File: src/rtl/demux2_buf.sv
// demux2_buf: registered 1-to-2 demultiplexer with a one-entry valid/ready slot per channel
// Steers each accepted input word to channel A (in_sel = 0) or B (in_sel = 1).
// Each channel has its own slot, so a stalled consumer on one channel never blocks the other.
// Ports:
//   clk, rst_n         rising-edge clock, asynchronous active-low reset
//   in_valid/in_ready  producer handshake; in_sel picks the channel, in_data is the word
//   a_valid/a_ready    channel A handshake, a_data is the registered word
//   b_valid/b_ready    channel B handshake, b_data is the registered word
//   a_cnt, b_cnt       per-channel accepted-word counters (only with DEMUX2_CNT_EN)
// Build option: define DEMUX2_CNT_EN to add the CNT_W parameter and the counter ports.
module demux2_buf #(
    parameter int WIDTH = 8
`ifdef DEMUX2_CNT_EN
    , parameter int CNT_W = 8
`endif
) (
    input  logic             clk,
    input  logic             rst_n,
    input  logic             in_valid,
    input  logic             in_sel,
    input  logic [WIDTH-1:0] in_data,
    output logic             in_ready,
    output logic             a_valid,
    output logic [WIDTH-1:0] a_data,
    input  logic             a_ready,
    output logic             b_valid,
    output logic [WIDTH-1:0] b_data,
    input  logic             b_ready
`ifdef DEMUX2_CNT_EN
    , output logic [CNT_W-1:0] a_cnt
    , output logic [CNT_W-1:0] b_cnt
`endif
);
    logic acc_a, acc_b;
    // Only the selected slot gates in_ready; a full slot being drained this cycle can refill.
    always_comb begin
        in_ready = in_sel ? (~b_valid | b_ready) : (~a_valid | a_ready);
        acc_a    = in_valid & in_ready & ~in_sel;
        acc_b    = in_valid & in_ready & in_sel;
    end
    always_ff @(posedge clk or negedge rst_n) begin
        if (!rst_n) begin
            a_valid <= 1'b0;
            b_valid <= 1'b0;
            a_data  <= '0;
            b_data  <= '0;
        end else begin
            if (acc_a) begin
                a_valid <= 1'b1;
                a_data  <= in_data;
            end else if (a_ready) begin
                a_valid <= 1'b0;
            end
            if (acc_b) begin
                b_valid <= 1'b1;
                b_data  <= in_data;
            end else if (b_ready) begin
                b_valid <= 1'b0;
            end
        end
    end
`ifdef DEMUX2_CNT_EN
    always_ff @(posedge clk or negedge rst_n) begin
        if (!rst_n) begin
            a_cnt <= '0;
            b_cnt <= '0;
        end else begin
            if (acc_a) a_cnt <= a_cnt + 1'b1;
            if (acc_b) b_cnt <= b_cnt + 1'b1;
        end
    end
`endif
endmodule

File: config.mk
export PLATFORM = sky130hd
export DESIGN_NAME = demux2_buf
export DESIGN_NICKNAME = d
export VERILOG_FILES = /design/src/rtl/demux2_buf.sv
export SDC_FILE = /design/constraint.sdc
export NUM_CORES = 1
export LEC_CHECK = 0
export CAP_MARGIN = 10
export CORE_MARGIN = 2
export CORE_UTILIZATION = 39
export DETAILED_ROUTE_END_ITERATION = 16
export MAX_ROUTING_LAYER = met4
export PLACE_DENSITY = 0.81
export SYNTH_ARGS = -nofsm -noshare
export SYNTH_HDL_FRONTEND = slang
export SYNTH_SLANG_ARGS = --single-unit
File: constraint.sdc
create_clock -name clk -period 1.4 [get_ports clk]
set_input_delay 0.28 -clock clk [delete_from_list [all_inputs] [get_ports clk]]
set_output_delay 0.28 -clock clk [all_outputs]
set_load 0.005 [all_outputs]
Word-level counts from Yosys, hierarchy flattened
Cells that the tools add are included.

Register bits: 18. Bits of input ports: 14. Logic and storage cells: 19.

Muxes and demuxes: 5. Bitwise operators: 8. Reduce and logical (&&, ||, !) cells: 2.

Operators by type and width (count): two-way mux 1 bit (5); nonzero test 2 bit (2); AND 1 bit (3); inverter 1 bit (3); bitwise OR 1 bit (2).

Logic depth before layout (Yosys ltp)
Depth in word-level cells: 6. Gate-level depth with buffers: 3. Mapped depth without buffers: 3.

Worst setup path after synthesis
No wires, ideal clock.

Kind: register to register. Start point: register a_valid. End point: register a_data[0]. Setup time: 0.125 ns. Arrival: 1.159 ns. Slack: 0.116 ns. Stages on the path, launching flop included: 4. Path buffers: 0. Cell sequence: dfrtp_1 > nand2b_2 > nor3b_4 > mux2_2.

Longest elaborated chain between the ends: 5.

Ends and longest elaborated chain: from (decl) (RTL line 23) `output logic a_valid,`; from (signal assigned) (RTL line 43) `a_valid <= 1'b0;`; from (signal assigned) (RTL line 49) `a_valid <= 1'b1;`; from (signal assigned) (RTL line 52) `a_valid <= 1'b0;`; inverter 1 bit (RTL line 37) `in_ready = in_sel ? (~b_valid | b_ready) : (~a_valid | a_ready);`; bitwise OR 1 bit (RTL line 37); two-way mux 1 bit (RTL line 37); AND 1 bit (2 in series) (RTL line 38) `acc_a = in_valid & in_ready & ~in_sel;`; to (signal assigned) (RTL line 50) `a_data <= in_data;`; to (decl) (RTL line 24) `output logic [WIDTH-1:0] a_data,`.

No other way between the ends. A chain may end at the register's enable or synchronous reset.

Worst setup path after layout
Start point: input in_valid. End point: register a_data[2].

Longest elaborated chain between the ends: 2.

Ends and longest elaborated chain: from (decl) (RTL line 19) `input logic in_valid,`; AND 1 bit (2 in series) (RTL line 38).

No other way between the ends.

==> summary.md <==
| Metric | Value |
|---|---|
| Die width | `46.5 um` |
| Clock root cell | `clkbuf_4` |
| Hold slack | `0.311 ns` |
| Max VDD drop | `0.000545 V` |
| CP endpoint kind | `register` |
| Max-slew headroom | `83.0%` |
| Status | `completed` |
| ANT cells | `0` |
| Core Rows | `15` |
| Ys Warns | `0` |
| Synth Register Bits | `18` |
| Final Setup Violations | `0` |
| Overall power | `1340 uW` |
| Routed WL | `1580 um` |
| Final Net Count | `103` |
| Leakage power | `0.000561 uW` |
| Peak fanout along the critical path | `8` |
| Buffers on Ports | `32` |
| Setup Skew | `0.00615 ns` |
| Initial core utilization | `41.2%` |
| Count of different cell masters after synthesis | `12` |
| Final Non-Filler Cells | `113` |
| Largest net degree at the start of global routing | `19` |
| I/O Pins | `33` |
| Critical path arrival | `1.55 ns` |
| Final core occ | `69.3%` |
| Hold Fails Final Rpt | `0` |
| Drt wl/cell | `14.0 um` |
| Initial antenna violation count | `0` |
| FMAX | `0.732 GHz` |
| WS Path Type | `input port to register` |
| Crit path required time | `1.58 ns` |
| Clock buffer count from CTS | `3` |
| Final worst slack | `0.0330 ns` |
| 1st-pass router iterations | `2` |
| CTS tree | `yes` |
| Synthesized area | `703 um2` |
| Vias | `502` |
| Fill count | `120` |
| Slew Limit Fails | `0` |
| Max-Cap Viols | `0` |
| Power Dens Cells | `1130 nW/um2` |
| Gr usage total | `17.8%` |
| Worst-Skew Late Latency | `0.29 ns` |
| Worst-path clk slew | `0.10 ns` |
| Clock Path Buffers | `2` |
| Vias per cell | `4.44` |
| Area Growth Syn to Fin | `68.3%` |
| Grt ovf | `0` |
| Htree depth | `1` |
| Synth Net Count | `58` |
| Die height | `46.5 um` |
| Core area | `1710 um2` |
| Worst-margin pin slew | `0.255 ns` |
| Post-route DRC | `0` |
| Hpwl dp | `1150 um` |
| Crit start category | `input port` |
| DP Worst Slack | `-0.407 ns` |
| Period minus WS final | `1.37 ns` |
| DRT iter0 DRCs | `1` |
| Vias in the first global route | `539` |
| RSZ-0062 raised after global routing | `true` |
| Antenna-violating nets left | `0` |
| Die area | `2160 um2` |
| Post-Synthesis Cells | `44` |
| Placed Instances | `106` |
| Seq/Total Area, Yosys | `64.1%` |
| Layout cells sized above 1 | `39.8%` |
| First-pass GRT wire length | `2420 um` |
| Fin crit share | `97.6%` |
| GP Congestion | `0.673` |
| Clock sink total | `18` |
| Synthesized area per cell | `16.0 um2` |
| Min-Delay Path Class | `input port to async pin` |
-- final cells by class --
type | count | area [um2] | area share (%)
Timing Repair Buffer | 40 | 367 | 31.0
Clock buffer | 4 | 36.3 | 3.07
Multi-Input combinational cell | 25 | 295 | 24.9
Sequential cell | 18 | 450 | 38.1
Tap cell | 25 | 31.3 | 2.64
Inverter | 1 | 3.75 | 0.317
-- per-layer routing --
| layer | vias up | GRT usage [%] | wire [um] |
|---|---|---|---|
| li1 | 241 | - | - |
| met1 | 234 | 17.6 | 655 |
| met2 | 23 | 29.7 | 773 |
| met3 | 4 | 6.67 | 127 |
| met4 | 0 | 10.3 | 27 |
| met5 | - | - | 0 |
-- cells in the final DEF, fill, tap and decap left out, drive strengths merged --
| cell | netlist | layout |
|---|---|---|
| buf | 0 | 9 |
| a21oi | 1 | 1 |
| clkbuf | 0 | 4 |
| dlymetal6s2s | 0 | 1 |
| inv | 1 | 1 |
| nand2 | 1 | 1 |
| nand2b | 2 | 2 |
| dlygate4sd2 | 0 | 19 |
| dfrtp | 18 | 18 |
| nor2b | 1 | 1 |
| nor2 | 2 | 2 |
| clkdlybuf4s50 | 0 | 11 |
| mux2 | 16 | 16 |
| nor3b | 1 | 1 |
| o21ai | 1 | 1 |
-- worst max-delay path: stages --
cell             delay (ns)
clkdlybuf4s50_1        0.49
inv_2                  0.06
nor3b_4                0.24
buf_12                 0.18
mux2_4                 0.30
-- cells by family (layout without fill, tap and decap cells) --
kind of cell	count (synthesis)	count (layout)	synth area share [%]
DFF	18	18	64.1
buffers and inverters	1	45	0.533
muxes	16	16	25.6
AOI/OAI and AO/OA	2	2	1.42
and+or+nand+nor	7	7	8.36
-- stage by stage --
| step | cell area (um2) | setup TNS [ns] |
|---|---|---|
| floorplan | 703 | 0 |
| global placement | 1100 | -5.16 |
| detailed placement | 1100 | -5.87 |
| CTS | 1180 | -0.256 |
| global route | 1180 | -0.155 |
| finish | 1180 | 0 |
-- sequential cells by signal, summed over array words and instances, names as in the netlist --
name / count
b_valid: 1
b_data: 8
a_valid: 1
a_data: 8
-- power breakdown --
group / switching (uW) / leakage, uW / internal, uW
Clock: 154 / 0.0000210 / 158
Sequential: 40.1 / 0.000212 / 608
Combinational: 123 / 0.000327 / 252
Total: 317 / 0.000561 / 1020
-- cell usage after synthesis (all sizes together) --
| cell | n | area, um2 |
|---|---|---|
| dfrtp | 18 | 450 |
| mux2 | 16 | 180 |
| nand2b | 2 | 15.0 |
| nor2 | 2 | 15.0 |
| a21oi | 1 | 5.00 |
| inv | 1 | 3.75 |
| nand2 | 1 | 3.75 |
| nor2b | 1 | 6.26 |
| nor3b | 1 | 18.8 |
| o21ai | 1 | 5.00 |
-- worst paths after layout --
path                           start         to  slack [ns]  cells after the start
max in group asynchronous      rst_n    b_valid        0.90                      2
min                            rst_n  b_data[5]        0.31                      2
min reg2reg                b_data[2]  b_data[2]        0.51                      1
max reg2reg                  b_valid  b_data[6]        0.04                      4
max                         in_valid  a_data[2]        0.03                      5
min in group clk             a_ready    a_valid        0.35                      3
-- what timing repair did --
| item | CTS | global route |
|---|---|---|
| setup endpoints to repair | 27 | 17 |
| pin swaps | 2 | 3 |
| cloned | 0 | 0 |
| hold buffers | 0 | 0 |
| resized for setup | 34 | 4 |
| buffers inserted | 4 | 0 |
Power figures use the tool's default switching activity.
